### src/rtl/sched_ws_if.sv
// Scheduler control/status bundle: instruction attributes and bus ready in, phase strobes and status out.
// Slave modport is the scheduler side; master modport is the core/bench side.
interface sched_ws_if #(
   parameter int CNT_WIDTH = 32
);
   logic                 need_mem;
   logic                 need_wb;
   logic                 mem_ready;
   logic                 halt_req;
   logic                 step;
   logic                 phf;
   logic                 phe;
   logic                 phm;
   logic                 phw;
   logic                 halted;
   logic                 bus_err;
   logic [CNT_WIDTH-1:0] inst_cnt;
   logic [2:0]           clk_stat;

   modport master (
      output need_mem, need_wb, mem_ready, halt_req, step,
      input  phf, phe, phm, phw, halted, bus_err, inst_cnt, clk_stat
   );

   modport slave (
      input  need_mem, need_wb, mem_ready, halt_req, step,
      output phf, phe, phm, phw, halted, bus_err, inst_cnt, clk_stat
   );
endinterface

### src/rtl/sched_ws.sv
// Instruction phase scheduler (F/E/M/W + halt), one state per cycle; F and M stall on mem_ready=0
// and a stall reaching TIMEOUT parks the scheduler in H with a sticky bus error.
module sched_ws #(
   parameter int CNT_WIDTH = 32,
   parameter int TIMEOUT   = 255,
   parameter int TW        = 8
) (
   input  logic        clk,
   input  logic        reset,
   sched_ws_if.slave   bus
);

   typedef enum logic [2:0] {
      ST_H = 3'd0,
      ST_F = 3'd1,
      ST_E = 3'd2,
      ST_M = 3'd3,
      ST_W = 3'd4
   } state_t;

   localparam logic [TW-1:0] WCNT_MAX  = '1;
   localparam logic [TW-1:0] WCNT_LAST = TW'(TIMEOUT - 1);

   state_t               state_q, state_d;
   logic [3:0]           ph_q, ph_d;
   logic                 bus_err_q, bus_err_d;
   logic                 step_pend_q, step_pend_d;
   logic                 step_q, step_d;
   logic [CNT_WIDTH-1:0] cnt_q, cnt_d;
   logic [TW-1:0]        wcnt_q, wcnt_d;

   logic step_rise;
   logic waiting;
   logic timeout_hit;
   logic inst_end;

   assign step_rise   = bus.step & ~step_q;
   assign waiting     = ((state_q == ST_F) || (state_q == ST_M)) && !bus.mem_ready;
   assign timeout_hit = (TIMEOUT != 0) && waiting && (wcnt_q >= WCNT_LAST);

   always_comb begin
      state_d     = state_q;
      bus_err_d   = bus_err_q;
      step_pend_d = step_pend_q;
      cnt_d       = cnt_q;
      step_d      = bus.step;
      wcnt_d      = wcnt_q;
      ph_d        = 4'b0000;
      inst_end    = 1'b0;

      case (state_q)
         ST_F: begin
            if (timeout_hit) begin
               state_d   = ST_H;
               bus_err_d = 1'b1;
            end else if (bus.mem_ready) begin
               state_d = ST_E;
            end
         end
         ST_E: begin
            if (bus.need_mem)      state_d  = ST_M;
            else if (bus.need_wb)  state_d  = ST_W;
            else                   inst_end = 1'b1;
         end
         ST_M: begin
            if (timeout_hit) begin
               state_d   = ST_H;
               bus_err_d = 1'b1;
            end else if (bus.mem_ready) begin
               if (bus.need_wb) state_d  = ST_W;
               else             inst_end = 1'b1;
            end
         end
         ST_W: inst_end = 1'b1;
         ST_H: begin
            // A latched bus error pins the scheduler here until reset.
            if (!bus_err_q) begin
               if (step_rise) begin
                  state_d     = ST_F;
                  step_pend_d = 1'b1;
               end else if (!bus.halt_req) begin
                  state_d     = ST_F;
                  step_pend_d = 1'b0;
               end
            end
         end
         default: state_d = ST_F;
      endcase

      if (inst_end) begin
         cnt_d   = cnt_q + 1'b1;
         state_d = (bus.halt_req || step_pend_q) ? ST_H : ST_F;
      end

      if ((state_d == ST_H) && (state_q != ST_H)) step_pend_d = 1'b0;

      if (state_d != state_q)               wcnt_d = '0;
      else if (waiting && wcnt_q != WCNT_MAX) wcnt_d = wcnt_q + 1'b1;

      case (state_d)
         ST_F:    ph_d = 4'b0001;
         ST_E:    ph_d = 4'b0010;
         ST_M:    ph_d = 4'b0100;
         ST_W:    ph_d = 4'b1000;
         default: ph_d = 4'b0000;
      endcase
   end

   always_ff @(posedge clk or negedge reset) begin
      if (!reset) begin
         state_q     <= ST_F;
         ph_q        <= 4'b0001;
         bus_err_q   <= 1'b0;
         step_pend_q <= 1'b0;
         step_q      <= 1'b0;
         cnt_q       <= '0;
         wcnt_q      <= '0;
      end else begin
         state_q     <= state_d;
         ph_q        <= ph_d;
         bus_err_q   <= bus_err_d;
         step_pend_q <= step_pend_d;
         step_q      <= step_d;
         cnt_q       <= cnt_d;
         wcnt_q      <= wcnt_d;
      end
   end

   assign bus.phf      = ph_q[0];
   assign bus.phe      = ph_q[1];
   assign bus.phm      = ph_q[2];
   assign bus.phw      = ph_q[3];
   assign bus.halted   = (state_q == ST_H);
   assign bus.bus_err  = bus_err_q;
   assign bus.inst_cnt = cnt_q;
   assign bus.clk_stat = (state_q == ST_H) ? {3{bus_err_q}} : state_q;

endmodule

### src/flat_wrapper.sv
// flat-port wrapper written by rule: the top's interface ports become plain ports
module sched_ws_flat 
#(
   parameter int CNT_WIDTH = 32,
   parameter int TIMEOUT   = 255,
   parameter int TW        = 8
)
  (clk, reset, bus_need_mem, bus_need_wb, bus_mem_ready, bus_halt_req, bus_step, bus_phf, bus_phe, bus_phm, bus_phw, bus_halted, bus_bus_err, bus_inst_cnt, bus_clk_stat);
  sched_ws_if #(.CNT_WIDTH(CNT_WIDTH)) bus_i ();
  input  logic clk;
  input  logic reset;
  input wire logic [$bits(bus_i.need_mem)-1:0] bus_need_mem;
  input wire logic [$bits(bus_i.need_wb)-1:0] bus_need_wb;
  input wire logic [$bits(bus_i.mem_ready)-1:0] bus_mem_ready;
  input wire logic [$bits(bus_i.halt_req)-1:0] bus_halt_req;
  input wire logic [$bits(bus_i.step)-1:0] bus_step;
  output wire logic [$bits(bus_i.phf)-1:0] bus_phf;
  output wire logic [$bits(bus_i.phe)-1:0] bus_phe;
  output wire logic [$bits(bus_i.phm)-1:0] bus_phm;
  output wire logic [$bits(bus_i.phw)-1:0] bus_phw;
  output wire logic [$bits(bus_i.halted)-1:0] bus_halted;
  output wire logic [$bits(bus_i.bus_err)-1:0] bus_bus_err;
  output wire logic [$bits(bus_i.inst_cnt)-1:0] bus_inst_cnt;
  output wire logic [$bits(bus_i.clk_stat)-1:0] bus_clk_stat;
  assign bus_i.need_mem = bus_need_mem;
  assign bus_i.need_wb = bus_need_wb;
  assign bus_i.mem_ready = bus_mem_ready;
  assign bus_i.halt_req = bus_halt_req;
  assign bus_i.step = bus_step;
  assign bus_phf = bus_i.phf;
  assign bus_phe = bus_i.phe;
  assign bus_phm = bus_i.phm;
  assign bus_phw = bus_i.phw;
  assign bus_halted = bus_i.halted;
  assign bus_bus_err = bus_i.bus_err;
  assign bus_inst_cnt = bus_i.inst_cnt;
  assign bus_clk_stat = bus_i.clk_stat;
  sched_ws #(.CNT_WIDTH(CNT_WIDTH), .TIMEOUT(TIMEOUT), .TW(TW)) u_core (.clk(clk), .reset(reset), .bus(bus_i));
endmodule
### config.mk
export PLATFORM = sky130hd
export DESIGN_NAME = sched_ws_flat
export DESIGN_NICKNAME = d
export VERILOG_FILES = /design/src/rtl/sched_ws_if.sv /design/src/rtl/sched_ws.sv /design/src/flat_wrapper.sv
export SDC_FILE = /design/constraint.sdc
export NUM_CORES = 1
export LEC_CHECK = 0
export CORE_ASPECT_RATIO = 2
export CORE_UTILIZATION = 55
export CTS_BUF_LIST = sky130_fd_sc_hd__clkbuf_4 sky130_fd_sc_hd__clkbuf_8
export CTS_CLUSTER_DIAMETER = 120
export CTS_CLUSTER_SIZE = 8
export DETAILED_ROUTE_END_ITERATION = 12
export DONT_BUFFER_PORTS = 1
export HOLD_SLACK_MARGIN = 0.02
export MAX_ROUTING_LAYER = met4
export PLACE_DENSITY = 0.8
export REMOVE_ABC_BUFFERS = 1
export SKIP_LAST_GASP = 1
export SYNTH_ARGS = -nofsm -noshare
export SYNTH_HDL_FRONTEND = slang
export SYNTH_SLANG_ARGS = --single-unit
### constraint.sdc
create_clock -name clk -period 2.3 [get_ports clk]
set_clock_uncertainty 0.05 [all_clocks]
set_input_delay 0.345 -clock clk [delete_from_list [all_inputs] [get_ports clk]]
set_output_delay 0.345 -clock clk [all_outputs]
set_load 0.01 [all_outputs]
==> results of run 1 <==
## worst min-delay path by stage
| stage | from | to |
|---|---|---|
| floorplan | reset | u_core.bus.bus_err$_DFFE_PN0P_ |
| global placement | reset | u_core.bus.inst_cnt[28]$_DFFE_PN0P_ |
| detailed placement | reset | u_core.bus.inst_cnt[28]$_DFFE_PN0P_ |
| CTS | bus_mem_ready | u_core.bus.bus_err$_DFFE_PN0P_ |
| global route | bus_mem_ready | u_core.bus.bus_err$_DFFE_PN0P_ |
| finish | bus_mem_ready | u_core.bus.bus_err$_DFFE_PN0P_ |
## flip-flops by register name (all words and copies together), names as in the netlist
register	flops
u_core.bus.bus_err	1
u_core.bus.inst_cnt	32
u_core.ph_q	4
u_core.state_q	3
u_core.step_pend_q	1
u_core.step_q	1
u_core.wcnt_q	8
## critical path: stages, from the launching register on
cell and delay (ns):
sky130_fd_sc_hd__dfstp_2 0.38, sky130_fd_sc_hd__buf_4 0.17, sky130_fd_sc_hd__nor3b_2 0.21, sky130_fd_sc_hd__a31o_2 0.21, sky130_fd_sc_hd__nand4_4 0.33, sky130_fd_sc_hd__nor4_1 0.42, sky130_fd_sc_hd__xor2_1 0.18
## where the power goes
group	internal (mW)	total (mW)	switching, mW
clock	0.242	0.533	0.291
combinational	0.251	0.594	0.342
sequential	0.973	1.11	0.136
## kinds of logic (layout without fill, tap and decap cells)
| family | count (synthesis) | count (layout) |
|---|---|---|
| mux | 1 | 1 |
| flops | 50 | 50 |
| xor+xnor | 36 | 36 |
| buf+inv | 19 | 27 |
| simple gates | 116 | 116 |
| compound gates | 28 | 28 |
| fa+ha+maj | 3 | 3 |
## area by class of cell
| cell class | count | area, um2 |
|---|---|---|
| clock buffers | 6 | 82.58 |
| flip-flops and latches | 50 | 1254 |
| repair buffers | 8 | 85.08 |
| clock inverters | 2 | 12.51 |
| multi-input cells | 184 | 1250 |
| inverters | 11 | 41.29 |
| well taps | 55 | 68.82 |
| fillers | 396 | 1760 |
## synthesized netlist by cell type
master / n
sky130_fd_sc_hd__o31ai_1: 1
sky130_fd_sc_hd__nor3b_2: 3
sky130_fd_sc_hd__ha_1: 3
sky130_fd_sc_hd__nand4_1: 11
sky130_fd_sc_hd__buf_2: 2
sky130_fd_sc_hd__a211o_1: 1
sky130_fd_sc_hd__o211ai_1: 1
sky130_fd_sc_hd__o21ai_0: 4
sky130_fd_sc_hd__o22ai_1: 1
sky130_fd_sc_hd__nor3_1: 15
sky130_fd_sc_hd__mux2_2: 1
sky130_fd_sc_hd__dfrtp_1: 48
sky130_fd_sc_hd__and3_1: 8
sky130_fd_sc_hd__o21ai_1: 1
sky130_fd_sc_hd__a2111oi_0: 1
sky130_fd_sc_hd__a21oi_1: 4
sky130_fd_sc_hd__nor2_1: 18
sky130_fd_sc_hd__dfstp_2: 2
sky130_fd_sc_hd__nor4_1: 8
sky130_fd_sc_hd__buf_6: 1
sky130_fd_sc_hd__nand2b_1: 5
sky130_fd_sc_hd__and4_1: 2
sky130_fd_sc_hd__xnor2_1: 17
sky130_fd_sc_hd__a211oi_1: 2
sky130_fd_sc_hd__clkbuf_1: 5
sky130_fd_sc_hd__a21boi_2: 1
sky130_fd_sc_hd__a31o_2: 1
sky130_fd_sc_hd__nand2_1: 18
sky130_fd_sc_hd__a21o_1: 4
sky130_fd_sc_hd__and2_1: 2
sky130_fd_sc_hd__nor2b_1: 4
sky130_fd_sc_hd__o31ai_2: 1
sky130_fd_sc_hd__a31oi_1: 3
sky130_fd_sc_hd__o2111ai_1: 1
sky130_fd_sc_hd__nor4_2: 7
sky130_fd_sc_hd__inv_1: 11
sky130_fd_sc_hd__nand3_1: 11
sky130_fd_sc_hd__xor2_1: 19
sky130_fd_sc_hd__o21a_1: 1
sky130_fd_sc_hd__nand4_4: 1
sky130_fd_sc_hd__nor3b_1: 2
sky130_fd_sc_hd__nand3b_1: 1
## metrics by stage
step                instances  total power [mW]
floorplan                 245             1.503
global placement          305             1.679
detailed placement        305             1.700
CTS                       316             2.256
global route              316             2.369
finish                    316             2.235
## metal layers
metal	vias to the layer above	track usage, %	wire, um
met4	0	12.18	131
met2	50	46.05	3177
li1	907	-	-
met5	-	-	0
met3	9	4.938	222
met1	932	25.36	2003
==> out/results.tsv, run 1 <==
metric	value	unit
buffers inserted during post-CTS setup optimization	0	
Via Count	1898	
setup slack of the worst register-to-register path	0.29	ns
transition time at the pin with the least slew margin	0.5514	ns
arrival time worst endpoint	2.20	ns
worst endpoint required time	2.49	ns
total I/O pin count	48	
CP Launch Point	u_core.state_q[0]$_DFF_PN1_	
Final nets	270	
adder and majority cell fraction of the synthesized area	1.452	%
dominant combinational cell family by area after synthesis	simple AND/OR/NAND/NOR gates	
number of resized instances in the post-cts repair step	0	
min setup slack post-route	0.2884	ns
result of the run	completed	
ratio of final minimum period to clock period	87.46	%
Yosys top cell by area	sky130_fd_sc_hd__dfrtp_1	
CTS Buf Count	5	
final instance area	0.002794	mm2
Post-Route Setup TNS	0	ns
area fraction in and, or, nand and nor cells after synthesis	26.67	%
residual DRC count	0	
number of buffers inserted by port buffering	0	
count of hold buffers inserted by post-cts repair	3	
chip width	50.48	um
initial antenna violation count	0	
endpoint of the most critical setup path	u_core.bus.inst_cnt[15]$_DFFE_PN0P_	
post-synthesis mux area share	0.4356	%
crit start category	register	
min-delay worst type	input pin to register	
root buffer cell	sky130_fd_sc_hd__clkbuf_8	
average cell area after synthesis	10.22	um2
Max Clock Freq	0.4971	GHz
CTS H-tree lvls	2	
setup repair after global routing missed its margin	no	
Unique masters post-synth	42	
TritonCTS sink count	50	
vias per cell	6.006	
most common cell after layout, fill and taps aside	sky130_fd_sc_hd__dfrtp_1	
full die area	0.004995	mm2
clock transition at the register clock pins on the worst setup and hold paths after CTS	0.09	ns
number of rows created at floorplan	35	
number of global-route vias before repair	1969	
ant diodes	0	
DRT iter0 DRCs	36	
crit-path max FO	22	
power density normalized to cell area	800.0	mW/mm2
total routing usage reported by global routing	25.61	%
top-area cell type share of the netlist area	46.47	%
detailed-route wire length	5535	um
fraction of the yosys area taken by sequential cells	48.50	%
post-DR wirelength/cell	17.52	um
share of cells above drive strength 1	11.88	%
RR Endpoint	u_core.bus.inst_cnt[15]$_DFFE_PN0P_	
Min-Delay Path Depth	1	
fraction of synthesized cell area in xor and xnor cells	12.20	%
Synth Cell Area	0.002585	mm2
Layout Area Growth over Synthesis	8.083	%
kind of end point of the critical path	register	
remaining max-slew budget at the tightest pin	62.29	%
beginning of the worst register-to-register path	u_core.state_q[0]$_DFF_PN1_	
pin count of the biggest net entering global routing	51	
gpl congestion	0.7779	
final critical path time including I/O delays and setup	2.012	ns
Final setup violation count	0	
first-pass GRT wire length	9342	um
core region area	0.004554	mm2
effective utilization at floorplan	56.76	%
Vert. Die Dim	98.95	um
Synth Area in Compound Gates	7.599	%
synthesis warning total	0	
Worst Hold Slack	0.08791	ns
worst voltage drop across the vdd grid	0.5270	mV
number of hold-slack violations in the final timing report	0	
post-detailed-route count of antenna-violating nets	0	
grt ovf	0	
number of standard cells after synthesis	253	
Detail Placement HPWL	3982	um
synthesized flop and latch total	50	
worst-skew pair later-pin latency	0.31	ns
commonest cells after routing, fill and taps aside	sky130_fd_sc_hd__dfrtp_1, sky130_fd_sc_hd__xor2_1, sky130_fd_sc_hd__nor2_1, sky130_fd_sc_hd__nand2_1, sky130_fd_sc_hd__xnor2_1	
TritonCTS clock tree	built	
cells taking the most area after synthesis	sky130_fd_sc_hd__dfrtp_1, sky130_fd_sc_hd__xor2_1, sky130_fd_sc_hd__xnor2_1	
max-capacitance violation count	0	
post-detailed-placement cell area	0.002651	mm2
1st-pass router iterations	4	
static power due to leakage	1.255	nW
pre-CTS setup slack	0.2933	ns
post-layout util	61.35	%
Bufs on Longest Clock Path	2	
max-slew violation count	0	
R2R depth	6	
type of the worst setup path	register to register	
(Power assumes the default switching activity.)
==> inputs of run 2 (changes only) <==
Settings changed: SKIP_LAST_GASP 1 to not set.
==> results of run 2 <==
The final DEF is identical to that of run 1; final timing and power are the same.
==> inputs of run 3 (changes only) <==
Settings changed: PLACE_DENSITY 0.8 to 0.83.
Clock period 2.3 ns to 1.7 ns, I/O delays scaled along.
==> out/results.tsv, run 3 (synthesis results as in run 1) <==
metric	value	unit
most common cell after layout, fill and taps aside	sky130_fd_sc_hd__buf_4	
CTS H-tree lvls	2	
total routing usage reported by global routing	29.47	%
Post-Route Setup TNS	-3.181	ns
pin count of the biggest net entering global routing	51	
R2R depth	6	
ratio of final minimum period to clock period	111.8	%
part of the total power dissipated in the clock network	22.4	%
Final nets	331	
max-capacitance violation count	0	
max-slew violation count	0	
power dissipated by switching net loads	1.278	mW
Sequential Power Share	38.0	%
DRT iter0 DRCs	58	
root buffer cell	sky130_fd_sc_hd__clkbuf_8	
setup slack of the worst register-to-register path	-0.20	ns
min-delay worst type	input pin to register	
Final setup violation count	41	
crit start category	register	
gpl congestion	0.8977	
kind of end point of the critical path	register	
vias per cell	6.111	
min setup slack post-route	-0.1998	ns
Worst Hold Slack	0.04191	ns
power density normalized to cell area	1060	mW/mm2
full die area	0.004995	mm2
Hold Path Sink	u_core.state_q[2]$_DFF_PN0_	
type of the worst setup path	register to register	
switch share	33.36	%
share of cells above drive strength 1	37.27	%
Hold Crit Start	bus_need_wb	
worst-skew pair later-pin latency	0.31	ns
fill count	270	
initial antenna violation count	0	
post-DR wirelength/cell	19.50	um
crit-path max FO	19	
clock transition at the register clock pins on the worst setup and hold paths after CTS	0.09	ns
post-detailed-placement cell area	0.003054	mm2
residual DRC count	0	
worst endpoint required time	1.87	ns
violations in the final reports	negative setup slack	
Layout Area Growth over Synthesis	39.84	%
number of buffers inserted by port buffering	0	
total I/O pin count	48	
number of global-route vias before repair	2365	
Via Count	2304	
RR Endpoint	u_core.bus.inst_cnt[22]$_DFFE_PN0P_	
Detail Placement HPWL	4490	um
Largest register FFs	32	
detailed-route wire length	7350	um
static power due to leakage	1.736	nW
commonest cells after routing, fill and taps aside	sky130_fd_sc_hd__buf_4, sky130_fd_sc_hd__dfrtp_1, sky130_fd_sc_hd__xor2_1	
post-detailed-route count of antenna-violating nets	0	
total buffers and inverters traversed by the critical path	1	
arrival time worst endpoint	2.07	ns
Min-Delay Path Depth	2	
remaining max-slew budget at the tightest pin	68.50	%
core region area	0.004554	mm2
final critical path time including I/O delays and setup	1.900	ns
setup repair after global routing missed its margin	yes	
Vert. Die Dim	98.95	um
grt ovf	0	
ant diodes	0	
CTS Buf Count	5	
transition time at the pin with the least slew margin	0.4711	ns
P_int	2.553	mW
slowest stage cell, crit path	sky130_fd_sc_hd__dfstp_2	
Max Clock Freq	0.5264	GHz
chip width	50.48	um
family with the most delay on the worst path	flip-flops	
ordered list of cells on the worst path	nand2b_4 > a31o_4 > nand4_4 > buf_12 > nor3_1 > xnor2_1	
first-pass GRT wire length	10650	um
TritonCTS sink count	50	
effective utilization at floorplan	56.76	%
worst voltage drop across the vdd grid	1.265	mV
result of the run	finished, violations left	
number of gates on the worst path with buffers counted	6	
1st-pass router iterations	7	
total power	3.831	mW
beginning of the worst register-to-register path	u_core.state_q[0]$_DFF_PN1_	
TritonCTS clock tree	built	
final instance area	0.003615	mm2
number of rows created at floorplan	35	
number of hold-slack violations in the final timing report	0	
CP max stage delay	0.62	ns
Bufs on Longest Clock Path	2	
combinational fraction of design power	39.6	%
==> run 3: changes by cell type in the layout (fill, tap and decap cells not counted), sizes merged <==
cell	delta
dlygate4sd3	+1
bufinv	+1
clkinv	-1
buf	+60
==> run 3: how the worst max path moves through the flow <==
stage / start / to
after floorplan: u_core.state_q[0]$_DFF_PN1_ / u_core.bus.inst_cnt[23]$_DFFE_PN0P_
after global placement: u_core.step_q$_DFF_PN0_ / u_core.wcnt_q[2]$_DFFE_PN0P_
after detailed placement: u_core.state_q[0]$_DFF_PN1_ / u_core.bus.inst_cnt[17]$_DFFE_PN0P_
after CTS: u_core.state_q[0]$_DFF_PN1_ / u_core.bus.inst_cnt[23]$_DFFE_PN0P_
after global routing: u_core.bus.inst_cnt[15]$_DFFE_PN0P_ / u_core.bus.inst_cnt[26]$_DFFE_PN0P_
final: u_core.state_q[0]$_DFF_PN1_ / u_core.bus.inst_cnt[22]$_DFFE_PN0P_
==> run 3: metal layers <==
metal,GRT usage [%],routed length (um),up-vias
met5,-,0,-
met4,19.02,326,0
met3,5.864,278,26
met2,51.38,4144,86
met1,28.28,2601,1162
li1,-,-,1030
==> run 3: power groups by stage <==
stage               Sequential, mW  Clock (mW)  Combinational (mW)
floorplan                     1.53           0               0.505
global placement              1.45           0                1.01
detailed placement            1.46           0                1.05
CTS                           1.44       0.866                1.34
global route                  1.47       0.909                1.62
finish                        1.46       0.856                1.52
==> run 3: timing repair <==
action / 4_1_cts / 5_1_grt
gates resized for setup: 30 / 24
hold endpoints to repair: 52 / 0
setup endpoints to repair: 41 / 43
hold buffers: 4 / 0
setup buffers: 3 / 7
pin swaps: 12 / 13
==> run 3: stage by stage <==
step                      util [%]  cells  worst slack (ns)
final                        79.37    377           -0.1998
after global routing         79.37    377           -0.2489
after CTS                    75.36    372          -0.07845
after detailed placement     67.06    357           -0.1884
after global placement       67.06    357           -0.1045
after floorplan                  -    245           -0.2045
==> run 3: area by class of cell <==
cell class	instances	area [um2]	area share [%]
inverters	11	41.29	1.142
clock inverters	2	37.54	1.038
repair buffers	69	601.8	16.65
flip-flops and latches	50	1256	34.75
clock buffers	6	76.32	2.111
multi-input cells	184	1533	42.40
well taps	55	68.82	1.904
